--- config.mk ---
export PLATFORM = sky130hd
export DESIGN_NAME = bit_manip_dispatcher
export DESIGN_NICKNAME = d
export VERILOG_FILES = /design/src/rtl/bit_manip_dispatcher.sv
export SDC_FILE = /design/constraint.sdc
export NUM_CORES = 1
export LEC_CHECK = 0
export CAP_MARGIN = 15
export CORE_MARGIN = 3
export CORE_UTILIZATION = 40
export CTS_CLUSTER_DIAMETER = 60
export DETAILED_ROUTE_END_ITERATION = 12
export HOLD_SLACK_MARGIN = 0.08
export PLACE_DENSITY = 0.76
export SLEW_MARGIN = 25
export SYNTH_ARGS = -nofsm -noshare
export SYNTH_HDL_FRONTEND = slang
export SYNTH_SLANG_ARGS = --single-unit
--- constraint.sdc ---
create_clock -name clk_i -period 1.4 [get_ports clk_i]
set_input_delay 0.21 -clock clk_i [delete_from_list [all_inputs] [get_ports clk_i]]
set_output_delay 0.21 -clock clk_i [all_outputs]
set_load 0.05 [all_outputs]
--- src/rtl/bit_manip_dispatcher.sv ---
// Execute-stage front end for the bit-manipulation unit: forwards ops to the BMU or runs carry-less multiply serially.
// Optional feature macro: BITMANIP_CLMUL_EN (enables the iterative CLMUL/CLMULH/CLMULR engine).
module bit_manip_dispatcher #(
  parameter int XLEN        = 32,
  parameter int CLMUL_STEPS = 32
) (
  input  logic            clk_i,
  input  logic            rst_i,
  input  logic            flush_i,
  input  logic            valid_i,
  output logic            ready_o,
  input  logic [4:0]      bitOp_i,
  input  logic [XLEN-1:0] operand1_i,
  input  logic [XLEN-1:0] operand2_i,
  input  logic [4:0]      rd_i,
  output logic [4:0]      bmu_op_o,
  output logic [XLEN-1:0] bmu_op1_o,
  output logic [XLEN-1:0] bmu_op2_o,
  input  logic [XLEN-1:0] bmu_result_i,
  output logic            valid_o,
  input  logic            ready_i,
  output logic [XLEN-1:0] result_o,
  output logic [4:0]      rd_o,
  output logic            illegal_o,
  output logic            busy_o
);

  localparam logic [4:0] OP_CLMUL  = 5'd29;
  localparam logic [4:0] OP_CLMULH = 5'd30;
  localparam logic [4:0] OP_CLMULR = 5'd31;

  if (XLEN != 32 || CLMUL_STEPS != 32) begin : g_cfg_check
    $error("bit_manip_dispatcher supports only XLEN=32 and CLMUL_STEPS=32");
  end

  typedef enum logic [1:0] {
    IDLE  = 2'd0,
    COMB  = 2'd1,
`ifdef BITMANIP_CLMUL_EN
    CLMUL = 2'd2,
`endif
    DONE  = 2'd3
  } state_t;

  state_t          state_q, state_d;
  logic [4:0]      op_q, op_d;
  logic [XLEN-1:0] opa_q, opa_d;
  logic [XLEN-1:0] opb_q, opb_d;
  logic [4:0]      rd_q, rd_d;
  logic [XLEN-1:0] res_q, res_d;
  logic [4:0]      rd_out_q, rd_out_d;
  logic            illegal_q, illegal_d;
  logic            accept;
  state_t          exec_state;

`ifdef BITMANIP_CLMUL_EN
  localparam logic [4:0] LAST_STEP = 5'(CLMUL_STEPS - 1);

  logic [2*XLEN-1:0] acc_q, acc_d, acc_step;
  logic [2*XLEN-1:0] sh1_q, sh1_d;
  logic [XLEN-1:0]   sh2_q, sh2_d;
  logic [4:0]        cnt_q, cnt_d;

  assign exec_state = (bitOp_i >= OP_CLMUL) ? CLMUL : COMB;
  assign acc_step   = sh2_q[0] ? (acc_q ^ sh1_q) : acc_q;
`else
  assign exec_state = COMB;
`endif

  assign accept = valid_i && ready_o;

  always_ff @(posedge clk_i) begin
    if (!rst_i) begin
      state_q   <= IDLE;
      op_q      <= '0;
      opa_q     <= '0;
      opb_q     <= '0;
      rd_q      <= '0;
      res_q     <= '0;
      rd_out_q  <= '0;
      illegal_q <= 1'b0;
`ifdef BITMANIP_CLMUL_EN
      acc_q     <= '0;
      sh1_q     <= '0;
      sh2_q     <= '0;
      cnt_q     <= '0;
`endif
    end else begin
      state_q   <= state_d;
      op_q      <= op_d;
      opa_q     <= opa_d;
      opb_q     <= opb_d;
      rd_q      <= rd_d;
      res_q     <= res_d;
      rd_out_q  <= rd_out_d;
      illegal_q <= illegal_d;
`ifdef BITMANIP_CLMUL_EN
      acc_q     <= acc_d;
      sh1_q     <= sh1_d;
      sh2_q     <= sh2_d;
      cnt_q     <= cnt_d;
`endif
    end
  end

  always_comb begin
    state_d = state_q;
    if (flush_i) begin
      state_d = IDLE;
    end else begin
      case (state_q)
        IDLE: if (accept) state_d = exec_state;
        COMB: state_d = DONE;
`ifdef BITMANIP_CLMUL_EN
        CLMUL: if (cnt_q == LAST_STEP) state_d = DONE;
`endif
        DONE: begin
          if (ready_i) state_d = accept ? exec_state : IDLE;
        end
        default: state_d = IDLE;
      endcase
    end
  end

  always_comb begin
    op_d      = op_q;
    opa_d     = opa_q;
    opb_d     = opb_q;
    rd_d      = rd_q;
    res_d     = res_q;
    rd_out_d  = rd_out_q;
    illegal_d = illegal_q;
`ifdef BITMANIP_CLMUL_EN
    acc_d     = acc_q;
    sh1_d     = sh1_q;
    sh2_d     = sh2_q;
    cnt_d     = cnt_q;
`endif

    if (accept) begin
      op_d  = bitOp_i;
      opa_d = operand1_i;
      opb_d = operand2_i;
      rd_d  = rd_i;
`ifdef BITMANIP_CLMUL_EN
      acc_d = '0;
      sh1_d = {{XLEN{1'b0}}, operand1_i};
      sh2_d = operand2_i;
      cnt_d = '0;
`endif
    end

    // Result and destination are captured only on completion so DONE holds them while a new op is latched.
    if (!flush_i) begin
      case (state_q)
        COMB: begin
          rd_out_d  = rd_q;
`ifdef BITMANIP_CLMUL_EN
          res_d     = bmu_result_i;
          illegal_d = 1'b0;
`else
          res_d     = (op_q >= OP_CLMUL) ? '0 : bmu_result_i;
          illegal_d = (op_q >= OP_CLMUL);
`endif
        end
`ifdef BITMANIP_CLMUL_EN
        CLMUL: begin
          acc_d = acc_step;
          sh1_d = sh1_q << 1;
          sh2_d = sh2_q >> 1;
          cnt_d = cnt_q + 5'd1;
          if (cnt_q == LAST_STEP) begin
            rd_out_d  = rd_q;
            illegal_d = 1'b0;
            case (op_q)
              OP_CLMULH: res_d = acc_step[63:32];
              OP_CLMULR: res_d = acc_step[62:31];
              default:   res_d = acc_step[31:0];
            endcase
          end
        end
`endif
        default: ;
      endcase
    end
  end

  always_comb begin
    ready_o   = rst_i && !flush_i && ((state_q == IDLE) || ((state_q == DONE) && ready_i));
    valid_o   = (state_q == DONE);
    busy_o    = (state_q != IDLE);
    bmu_op_o  = op_q;
    bmu_op1_o = opa_q;
    bmu_op2_o = opb_q;
    result_o  = res_q;
    rd_o      = rd_out_q;
    illegal_o = illegal_q;
  end

endmodule

Word level (Yosys, flattened, before mapping)
Index checks and enable logic that the tools add are counted.
{"block": "word_totals", "ff_bits": 114, "in_bits": 111, "output_inout_bits": 110, "wordCells": 31}
{"block": "op_classes", "magnitude_cmp": 1, "n_eq_ne": 4, "muxes": 5, "bitwise": 2, "n_reduce_logical": 11}
{"operator": "two-way mux 32 bit", "n": 1}
{"operator": "one-hot mux 2 bit (3 select lines)", "n": 1}
{"operator": ">= comparator 5 bit, second input constant", "n": 1}
{"operator": "logical AND 1 bit", "n": 4}
{"operator": "two-way mux 2 bit", "n": 2}
{"operator": "AND reduction 2 bit", "n": 2}
{"operator": "== test 2 x 1 -> 1 bit, second input constant", "n": 1}
{"operator": "== test 2 bit, second input constant", "n": 1}
{"operator": "zero test 2 bit", "n": 1}
{"operator": "inequality test 2 x 1 -> 1 bit, second input constant", "n": 1}
{"operator": "inequality test 2 bit, second input constant", "n": 1}
{"operator": "inverter 1 bit", "n": 2}
{"operator": "nonzero test 2 bit", "n": 1}
{"operator": "OR reduction 2 bit", "n": 1}
{"operator": "zero test 1 bit", "n": 1}
{"operator": "logical OR 1 bit", "n": 1}
{"operator": "two-way mux 1 bit", "n": 1}

Logic depth before layout (Yosys ltp)
Gate-level depths: netlist of the first run.
{"block": "depth", "word_depth": 8, "depth_mapped": 5, "ltp_nobuf": 3}

Worst setup path before layout of the first run
Ideal clock, no wire load.
{"block": "synth_timing", "kind": "reg2reg", "startpoint": "register op_q[3], in the netlist bmu_op_o[3]", "endpoint": "register res_q[10], in the netlist result_o[10]", "setup_ns": 0.123, "t_arrival_ns": 1.294, "required_time_ns": 1.277, "setup_slack_ns": -0.017, "stages_incl_launch_ff": 5, "path_buffers": 1, "synth_period_minus_slack_ns": 1.417, "cell_sequence": "dfxtp_1 > o2111ai_1 > buf_2 > nand3_1 > a21boi_0"}
{"block": "synth_via", "elab_chain_cells": 2}
{"item": "start, declared", "line_no": "46", "text": "logic [4:0] op_q, op_d;"}
{"item": "start signal, assigned", "line_no": "90", "text": "op_q <= op_d;"}
{"item": ">= comparator 5 bit", "line_no": "162", "text": "res_d = (op_q >= OP_CLMUL) ? '0 : bmu_result_i;"}
{"item": "two-way mux 32 bit", "line_no": "162"}
{"item": "end signal, assigned", "line_no": "94", "text": "res_q <= res_d;"}
{"item": "end, declared", "line_no": "50", "text": "logic [XLEN-1:0] res_q, res_d;"}
Every way passes these cells.
A chain may end at the register's enable or synchronous reset.

Worst setup path in the final report of the first run
{"block": "layout_timing", "startpoint": "register state_q[1]", "endpoint": "output ready_o"}
{"block": "layout_via", "elab_chain_cells": 4, "word_cells_on_any_way": 5, "classes_between": "1 x eq/ne; 4 x reduce/logical"}
{"item": "start, declared", "line_no": "45", "text": "state_t state_q, state_d;"}
{"item": "start signal, assigned", "line_no": "89", "text": "state_q <= state_d;"}
{"item": "== test 2 bit", "line_no": "189", "text": "ready_o = rst_i && !flush_i && ((state_q == IDLE) || ((state_q == DONE) && ready_i));"}
{"item": "logical AND 1 bit", "line_no": "189"}
{"item": "logical OR 1 bit (*)", "line_no": "189"}
{"item": "logical AND 1 bit (*)", "line_no": "189"}
{"item": "end, declared", "line_no": "11", "text": "output logic ready_o,"}
Every way passes the cells marked *; elsewhere a longest branch is shown, timed or not.

==> key figures, run 1 <==
Yosys
  • Synthesized cell area: approximately 4500 um^2
  • Top cell type by total area after synthesis: dfxtp_1
  • Post-synth EDFFs: 0
  • Post-synth top area share: 0.506
  • Area contributors post-synth: dfxtp_1, mux2i_1, nand2_1
  • Net Count, Synth: 604
  • Synth Area per Inst: 9.15 um^2
  • Yosys cell types: 23
  • Synth warn: 0
  • Seq cells post-synth: 114
  • Count leader, synth: nand2_1
  • Ys async rst share: 0
  • Main synth FF type: dfxtp_1
  • Post-synthesis instance total: 493
  • Register area share after synthesis: 0.506
  • Synth cell count leaders: nand2_1, dfxtp_1, inv_1

Finish
  • Antenna diodes: 0
  • Area Growth Syn to Fin: 97.6%
  • Layout cells sized above 1: 0.250
  • Layout Nets: about 840

CTS
  • CTS buffer count: 17
  • # clock sinks: 114
  • Clock transition at path regs: 50 ps
  • Hold Buf Count CTS: 0
  • CTS tree: built
  • H-tree depth: 4
  • CTS Root Cell: clkbuf_16
  • Maximum root-to-sink buffer count: 2
  • Skew-Pair Late Insertion Delay: 410 ps

Placed design
  • Pre-CTS setup slack: -343 ps
  • Port Buffers: 220
  • Placer Congestion: about 0.80
  • Hpwl dp: slightly below 10000 um

Timing
  • Min Tclk post-route: ~1500 ps
  • Final setup fails: 66
  • Hold Slack: between 300 and 400 ps
  • Setup Skew: slightly above 9 ps
  • Fmax: about 0.65 GHz
  • Slew headroom: 0.663
  • Total Neg Setup Slack: -2620 ps
  • Fin crit share: 1.09
  • Slew Limit Fails: 0
  • Final setup margin: -133 ps
  • Final hold viol count: 0
  • Worst-Margin Slew: slightly above 500 ps
  • RSZ-0062 raised after global routing: yes

Setup path
  • Critical path origin: state_q[1]$_SDFFE_PP0P_
  • Worst path top cell family by delay: flip-flops
  • Crit-path max FO: 5
  • R2R Path Start: state_q[1]$_SDFFE_PP0P_
  • Worst path buffer plus inverter count: 1
  • Reg2reg path depth: 5
  • Worst path cell trace: and3_4 -> o21a_4 -> buf_12
  • Worst path depth: 3
  • Setup crit start kind: flop
  • Crit end category: output port
  • Slowest stage delay, CP: approximately 360 ps
  • Worst endpoint data arrival time: about 1300 ps
  • Data required time of the critical path: 1190 ps
  • Crit-path slowest cell: dfxtp_4
  • Kind of critical path: reg2out

Job
  • MaxCap Viol Count: 0

Pwr
  • Worst vdd ir: about 0.71 mV
  • Total Power: 9.38 mW
  • Pwr dens: roughly 1100 nW/um^2
  • Leakage Power: around 4 nW

GRT
  • Largest net degree at the start of global routing: between 100 and 150
  • All-Layer GR Usage: 0.222
  • Gr ovfl total: 0
  • Vias in the first global route: about 4400
  • First-pass GRT wire length: about 22000 um
  • Antenna violations before repair: 0

Floorplanning
  • Die Area: ~13000 um^2
  • Die Y: between 100 and 150 um
  • Top Ports: roughly 220
  • Initial Utilization: 0.412
  • Std-Cell Rows: 38
  • Die Width: between 100 and 150 um
  • Core area: about 11000 um^2

Route
  • WL per Instance: roughly 16 um
  • Via/cell ratio: 4.76
  • Via count: 4204
  • Residual DRC count: 0
  • 1st-iter DRT viols: 220
  • Iteration count of the initial detailed-routing pass: 5
  • Detail Route Antenna Nets: 0
  • Final WL: roughly 15000 um

Min path
  • Hold Startpoint: rst_i
  • Hold path depth: 3
  • Worst hold path type: in2reg

Run status
  • Failing checks: negative setup slack
  • Status: finished, violations left
==> worst register-to-register path, stage by stage (launching register included) <==
cell      delay (ps)
dfxtp_4          360
and3_4           190
o211ai_4         260
buf_12           220
buf_12           160
mux2i_2          240
==> flip-flops by register name (all words and copies together) (netlist names) <==
signal / count
bmu_op_o: 5
result_o: 32
illegal_o: 1
rd_q: 5
state_q: 2
rd_o: 5
bmu_op1_o: 32
bmu_op2_o: 32
==> cell type report <==
class,instances,area (um^2)
fillers,633,2030
clock inverters,7,60.1
inverters,75,284
clock buffers,23,468
well taps,140,175
multi-input cells,274,1810
repair buffers,250,3820
flip-flops and latches,114,2290
==> routing by layer <==
layer  up-vias  GRT usage  routed length, um
met4         0     0.0897                259
li1       2037          -                  -
met3        19     0.0765               1010
met5         -          0                  0
met2       160      0.405               7840
met1      1988      0.233               5440
==> worst paths after layout <==
check,to,slack (ps)
min reg2reg,rd_q[0]$_SDFFE_PN0P_,480
min,result_o[12]$_SDFFE_PN0P_,340
max,ready_o,-130
max reg2reg,bmu_op1_o[11]$_SDFFE_PN0P_,-110
==> kinds of logic (layout without fill, tap and decap cells) <==
family                 count (synthesis)  count (layout)  share of synthesized area
AO/OA/AOI/OAI                         42              42                     0.0713
buffers and inverters                105             355                      0.110
flip-flops                           114             114                      0.506
multiplexers                          74              74                      0.164
AND/OR/NAND/NOR                      158             158                      0.148
==> layout by cell type, fill, tap and decap left out, types with 2 or more instances in the layout <==
| master | Yosys | layout |
|---|---|---|
| buf_16 | 0 | 3 |
| buf_6 | 2 | 5 |
| buf_4 | 4 | 7 |
| dfxtp_2 | 0 | 2 |
| a21boi_0 | 33 | 26 |
| nand3_1 | 32 | 32 |
| buf_8 | 6 | 2 |
| mux2i_4 | 0 | 2 |
| a21boi_1 | 5 | 11 |
| mux2i_2 | 0 | 4 |
| clkinv_2 | 0 | 6 |
| inv_1 | 75 | 74 |
| clkdlybuf4s50_1 | 0 | 109 |
| buf_12 | 0 | 119 |
| mux2i_1 | 74 | 68 |
| clkbuf_16 | 0 | 22 |
| dfxtp_1 | 114 | 110 |
| nand2_1 | 118 | 118 |
| clkbuf_1 | 14 | 4 |
| clkbuf_8 | 0 | 2 |
| dfxtp_4 | 0 | 2 |
==> repair_timing <==
action,in CTS,in global routing
endpoints found under the setup margin,15,81
setup buffers,1,2
gates resized for setup,18,22
gates cloned,3,4
pin swaps,2,1
==> metrics by stage <==
step           area [um^2]  instances   util
4_1_cts               8740        877  0.800
5_1_grt               8910        883  0.815
3_5_place_dp          8060        843  0.737
6_report              8910        883  0.815
3_3_place_gp          8060        843  0.737
2_1_floorplan         4520        493      -
==> power breakdown <==
part / leakage (nW) / internal [mW] / switching (mW)
clock network: 0.266 / 2.49 / 1.40
logic: 2.92 / 1.04 / 0.880
registers: 0.931 / 3.40 / 0.164
Power figures use the tool's default switching activity.
==> run 2: changes to the inputs <==
--- a/config.mk
+++ b/config.mk
@@ -7,8 +7,9 @@
 export LEC_CHECK = 0
 export CAP_MARGIN = 15
-export CORE_MARGIN = 3
+export CORE_MARGIN = 2
 export CORE_UTILIZATION = 40
 export CTS_CLUSTER_DIAMETER = 60
 export DETAILED_ROUTE_END_ITERATION = 12
+export GPL_ROUTABILITY_DRIVEN = 0
 export HOLD_SLACK_MARGIN = 0.08
 export PLACE_DENSITY = 0.76
==> constraint.sdc (replaced) <==
create_clock -name clk_i -period 1.4 [get_ports clk_i]
set_input_delay 0.21 -clock clk_i [delete_from_list [all_inputs] [get_ports clk_i]]
set_output_delay 0.21 -clock clk_i [all_outputs]
set_load 0.01 [all_outputs]
==> key figures, run 2 (synthesized netlist as in run 1, its figures left out) <==
Run status
  • Status: finished, violations left
  • Failing checks: negative setup slack

Floorplanning
  • Die Y: 110 um (-1.8%)
  • Std-Cell Rows: 38 (unchanged)
  • Top Ports: 221 (unchanged)
  • Die Area: 12100 um^2 (-3.5%)
  • Core area: 10900 um^2 (unchanged)
  • Die Width: 110 um (-1.8%)
  • Initial Utilization: 0.412 (unchanged)

Timing
  • Worst-Margin Slew: 530 ps (+24.7 ps)
  • Setup Skew: 12.1 ps (+2.89 ps)
  • Total Neg Setup Slack: -5350 ps (-2730 ps)
  • Slew Limit Fails: 0 (unchanged)
  • Fmax: 0.655 GHz (+0.44%)
  • Final hold viol count: 0 (unchanged)
  • Final setup margin: -126 ps (+6.65 ps)
  • Final setup fails: 76 (+15%)
  • Min Tclk post-route: 1530 ps (-6.66 ps)
  • RSZ-0062 raised after global routing: yes
  • Fin crit share: 1.09 (-0.00475)
  • Slew headroom: 0.647 (-0.0164)

Setup path
  • Slowest stage delay, CP: 330 ps (-30 ps)
  • Worst path cell trace: and3_4 -> buf_6 -> o211ai_4 -> buf_12 -> buf_12 -> buf_16 -> mux2i_1
  • Crit-path max FO: 9 (+4)
  • Setup crit start kind: flop
  • Worst path top cell family by delay: buffers and inverters
  • Worst endpoint data arrival time: 1870 ps (+550 ps)
  • Crit end category: flop
  • Kind of critical path: reg2reg
  • Most frequent CP cell: buf_12
  • Crit-path slowest cell: dfxtp_2
  • Worst path buffer plus inverter count: 4 (+3)
  • Data required time of the critical path: 1740 ps (+550 ps)

CTS
  • CTS Root Cell: clkbuf_16
  • Skew-Pair Late Insertion Delay: 410 ps (about the same)
  • Maximum root-to-sink buffer count: 2 (unchanged)
  • # clock sinks: 114 (unchanged)
  • H-tree depth: 4 (unchanged)
  • CTS buffer count: 17 (unchanged)
  • CTS tree: built
  • Clock transition at path regs: 60 ps (about the same)

Placed design
  • Hpwl dp: 8760 um (-12%)
  • Pre-CTS setup slack: -506 ps (-162 ps)
  • Area post-placement: 6960 um^2 (-14%)
  • Port Buffers: 220 (unchanged)

GRT
  • Vias in the first global route: 4203 (-4.3%)
  • Gr ovfl total: 0 (unchanged)
  • First-pass GRT wire length: 19500 um (-12%)
  • Antenna violations before repair: 0 (unchanged)
  • Largest net degree at the start of global routing: 59 (-48%)
  • All-Layer GR Usage: 0.209 (-0.0131)

Finish
  • Layout cells sized above 1: 0.108 (-0.142)
  • Most frequent cells in the layout: nand2_1, dfxtp_1, clkdlybuf4s50_1, dlygate4sd2_1, inv_1
  • Layout Nets: 848 (+0.59%)
  • Most common cell after layout, fill and taps aside: nand2_1
  • Utilization after layout: 0.708 (-0.107)
  • Antenna diodes: 0 (unchanged)
  • Final instance area: 7740 um^2 (-13%)
  • Area Growth Syn to Fin: 71.6%

Route
  • Final WL: 13100 um (-10%)
  • WL per Instance: 14.7 um (-11%)
  • 1st-iter DRT viols: 204 (-7.3%)
  • Iteration count of the initial detailed-routing pass: 4 (-1)
  • Residual DRC count: 0 (unchanged)
  • Detail Route Antenna Nets: 0 (unchanged)
  • Via count: 4165 (-0.93%)
  • Via/cell ratio: 4.69 (-1.6%)

Pwr
  • Leakage Power: 4.11 nW (-0.18%)
  • Logic pwr share: 0.125 (-0.080)
  • Worst vdd ir: 0.617 mV (-14%)
  • Clock network power share: 0.474 (+0.059)
  • NetSw: 1.95 mW (-20%)
  • Seq pwr share: 0.400 (+0.020)
  • Pwr dens: 1120 nW/um^2 (+6.8%)
  • Power Internal: 6.74 mW (-2.7%)
  • Net Sw Frac: 0.225 (-0.0361)

Min path
  • Worst hold path type: in2reg

Job
  • MaxCap Viol Count: 0 (unchanged)
run 2: timing repair:
item | CTS | global route
hold buffers | 0 | 0
endpoints found under the setup margin | 186 | 106
cloned | 6 | 4
hold endpoints to repair | 0 | 0
gates resized for setup | 142 | 14
buffers inserted | 5 | 1
pin swaps | 2 | 3
run 2: power by group through the flow:
stage               registers (mW)  clock network (mW)  logic [mW]
finish                        3.48                4.13        1.09
CTS                           3.48                4.19        1.08
global placement              3.54                   0        1.07
detailed placement            3.55                   0        1.09
global route                  3.50                4.35        1.17
floorplan                     3.60                   0       0.331
run 2: worst register-to-register path, delay by kind of cell, from the launching register on:
family	cells	cell delay, ps
AO/OA/AOI/OAI	1	240
buffers and inverters	4	540
flip-flops	1	330
multiplexers	1	170
AND/OR/NAND/NOR	1	170
run 2: routing by layer:
metal / track usage / vias to the layer above / routed length (um)
met5: 0 / - / 0
met4: 0.0920 / 0 / 257
met3: 0.0758 / 24 / 1130
met2: 0.379 / 172 / 6710
met1: 0.215 / 1916 / 4960
li1: - / 2053 / -
run 2: worst paths after layout:
kind | from | endpoint | slack (ps) | depth (start not counted)
max | state_q[0]$_SDFFE_PP0P_ | bmu_op2_o[13]$_SDFFE_PN0P_ | -130 | 7
min | rst_i | state_q[1]$_SDFFE_PP0P_ | 320 | 3
max reg2reg | state_q[0]$_SDFFE_PP0P_ | bmu_op2_o[13]$_SDFFE_PN0P_ | -130 | 7
min reg2reg | result_o[0]$_SDFFE_PN0P_ | result_o[0]$_SDFFE_PN0P_ | 450 | 2
run 2: cell type report:
type,instances,area [um^2]
timing repair buffer,254,2650
clock inverter,10,110
inverter,75,282
multi-input combinational,275,1780
fill,824,3200
clock buffer,21,460
tap,140,175
sequential,114,2280
run 2: through the flow:
step	total power [mW]	hold slack, ps	std cells
floorplan	3.93	320	493
CTS	8.75	306	888
global route	9.01	316	889
finish	8.69	323	889
detailed placement	4.63	452	846
global placement	4.61	439	846
==> run 3: changes to the inputs <==
==> constraint.sdc (replaced) <==
create_clock -name clk_i -period 1.4 [get_ports clk_i]
set_input_delay 0.21 -clock clk_i [delete_from_list [all_inputs] [get_ports clk_i]]
set_output_delay 0.21 -clock clk_i [all_outputs]
set_load 0.005 [all_outputs]
==> key figures, run 3 (synthesized netlist as in run 1, its figures left out) <==
Route
  • Via/cell ratio: 4.61 (-1.5%)
  • Via count: 4120 (-1.1%)
  • Detail Route Antenna Nets: 0 (unchanged)
  • Residual DRC count: 0 (unchanged)
  • Iteration count of the initial detailed-routing pass: 4 (unchanged)
  • Final WL: 13100 um (about the same)
  • WL per Instance: 14.6 um (-0.52%)
  • 1st-iter DRT viols: 136 (-33%)

Setup path
  • Reg2reg path depth: 7 (unchanged)
  • Slowest stage delay, CP: 330 ps (about the same)
  • Data required time of the critical path: 1720 ps (-20 ps)
  • Reg-to-reg slack, setup: -120 ps (about the same)
  • Worst path cell trace: buf_6 -> and3_4 -> o211ai_4 -> buf_12 -> buf_12 -> clkbuf_16 -> mux2i_1
  • Crit-path slowest cell: dfxtp_2
  • Most frequent CP cell: buf_12
  • Worst endpoint data arrival time: 1840 ps (-30 ps)
  • Kind of critical path: reg2reg
  • Reg2reg end: bmu_op2_o[17]$_SDFFE_PN0P_
  • Crit-path max FO: 6 (-3)
  • Setup crit start kind: flop
  • Crit end category: flop
  • R2R Path Start: state_q[1]$_SDFFE_PP0P_

Timing
  • Final setup margin: -124 ps (+2.76 ps)
  • RSZ-0062 raised after global routing: yes
  • Setup Skew: 9.99 ps (-2.10 ps)
  • Worst-Margin Slew: 451 ps (-79.5 ps)
  • Final setup fails: 105 (+38%)
  • Slew Limit Fails: 0 (unchanged)
  • Fin crit share: 1.09 (-0.00197)
  • Fmax: 0.656 GHz (+0.18%)
  • Hold Slack: 356 ps (+32.7 ps)
  • Min Tclk post-route: 1520 ps (-2.76 ps)
  • Total Neg Setup Slack: -6750 ps (-1400 ps)
  • Slew headroom: 0.700 (+0.0530)
  • Final hold viol count: 0 (unchanged)

Finish
  • Non-Filler Instances: 893 (+0.45%)
  • Layout cells sized above 1: 0.190 (+0.0818)
  • Antenna diodes: 0 (unchanged)
  • Area Growth Syn to Fin: 79.0%
  • Most common cell after layout, fill and taps aside: dfxtp_1
  • Layout Nets: 852 (+0.47%)
  • Final instance area: 8070 um^2 (+4.3%)
  • Most frequent cells in the layout: dfxtp_1, clkdlybuf4s50_1, dlygate4sd2_1, nand2_1, inv_1

Floorplanning
  • Die Width: 110 um (unchanged)
  • Die Y: 110 um (unchanged)
  • Core area: 10900 um^2 (unchanged)
  • Die Area: 12100 um^2 (unchanged)
  • Std-Cell Rows: 38 (unchanged)
  • Top Ports: 221 (unchanged)
  • Initial Utilization: 0.412 (unchanged)

Placed design
  • Dpl cells: 843 (-0.35%)
  • Hpwl dp: 8760 um (about the same)
  • Port Buffers: 220 (unchanged)
  • Area post-placement: 6950 um^2 (-0.14%)
  • Pre-CTS setup slack: -361 ps (+145 ps)

Run status
  • Failing checks: negative setup slack
  • Status: finished, violations left

Min path
  • Worst hold path type: in2reg
  • End of the worst hold path: bmu_op2_o[14]$_SDFFE_PN0P_
  • Hold Startpoint: operand2_i[14]
  • Hold path depth: 3 (unchanged)

Pwr
  • Seq pwr share: 0.409 (+0.009)
  • Worst vdd ir: 0.671 mV (+8.8%)
  • Logic pwr share: 0.128 (+0.003)
  • Power Internal: 6.65 mW (-1.3%)
  • Net Sw Frac: 0.222 (-0.00289)
  • Pwr dens: 1060 nW/um^2 (-5.8%)
  • Leakage Power: 4.24 nW (+3.1%)
  • NetSw: 1.89 mW (-3.0%)
  • Clock network power share: 0.464 (-0.010)

CTS
  • # clock sinks: 114 (unchanged)
  • H-tree depth: 4 (unchanged)
  • CTS tree: built
  • Clock transition at path regs: 50 ps (about the same)
  • Maximum root-to-sink buffer count: 2 (unchanged)
  • Skew-Pair Late Insertion Delay: 390 ps (-20 ps)
  • CTS Root Cell: clkbuf_16
  • CTS buffer count: 17 (unchanged)
  • Hold Buf Count CTS: 0 (unchanged)

GRT
  • Vias in the first global route: 4039 (-3.9%)
  • Gr ovfl total: 0 (unchanged)
  • Antenna violations before repair: 0 (unchanged)
  • First-pass GRT wire length: 18600 um (-4.3%)
  • Largest net degree at the start of global routing: 113 (+92%)
  • All-Layer GR Usage: 0.197 (-0.0123)

Job
  • MaxCap Viol Count: 0 (unchanged)
==> run 3: metrics by stage <==
step,total power [mW],util
final,8.55,0.738
after global routing,8.87,0.738
after CTS,8.50,0.684
after detailed placement,4.58,0.635
after global placement,4.56,0.635
after floorplan,3.88,-
==> run 3: power groups by stage <==
stage / Sequential [mW] / Clock (mW) / Combinational [mW]
after floorplan: 3.55 / 0 / 0.329
after global placement: 3.54 / 0 / 1.01
after detailed placement: 3.55 / 0 / 1.03
after CTS: 3.48 / 4.04 / 0.977
after global routing: 3.51 / 4.19 / 1.17
final: 3.49 / 3.96 / 1.09
==> run 3: routing by layer <==
layer / global-route usage / up-vias / wire [um]
met2: 0.364 / 134 / 6840
met4: 0.0571 / 0 / 106
li1: - / 2059 / -
met1: 0.215 / 1919 / 5190
met5: 0 / - / 0
met3: 0.0611 / 8 / 914
==> run 3: area by class of cell <==
| type | count | area, um^2 |
|---|---|---|
| inverter | 75 | 282 |
| sequential | 114 | 2290 |
| tap | 140 | 175 |
| timing repair buffer | 259 | 2720 |
| clock inverter | 10 | 85.1 |
| clock buffer | 21 | 470 |
| fill | 800 | 2860 |
| multi-input combinational | 274 | 2050 |
==> run 3: worst max-delay path: cells and delay by family (launching register included) <==
kind / cells / cell delay [ps]
buffers and inverters: 4 / 550
AOI/OAI and AO/OA: 1 / 210
and+or+nand+nor: 1 / 150
muxes: 1 / 200
DFF: 1 / 330
==> run 3: worst max-delay path by stage <==
stage	startpoint	endpoint	slack, ps	cells past startpoint
CTS	state_q[1]$_SDFFE_PP0P_	ready_o	-110	4
floorplan	state_q[1]$_SDFFE_PP0P_	result_o[21]$_SDFFE_PN0P_	110	5
finish	state_q[1]$_SDFFE_PP0P_	bmu_op2_o[17]$_SDFFE_PN0P_	-120	7
detailed placement	ready_i	ready_o	-360	4
global route	state_q[1]$_SDFFE_PP0P_	bmu_op2_o[25]$_SDFFE_PN0P_	-180	7
global placement	ready_i	ready_o	-360	4
==> run 3: what timing repair did <==
item	in CTS	in global routing
pin swaps	3	48
gates cloned	2	9
gates resized for setup	154	99
endpoints found under the setup margin	148	114
setup buffers	1	7
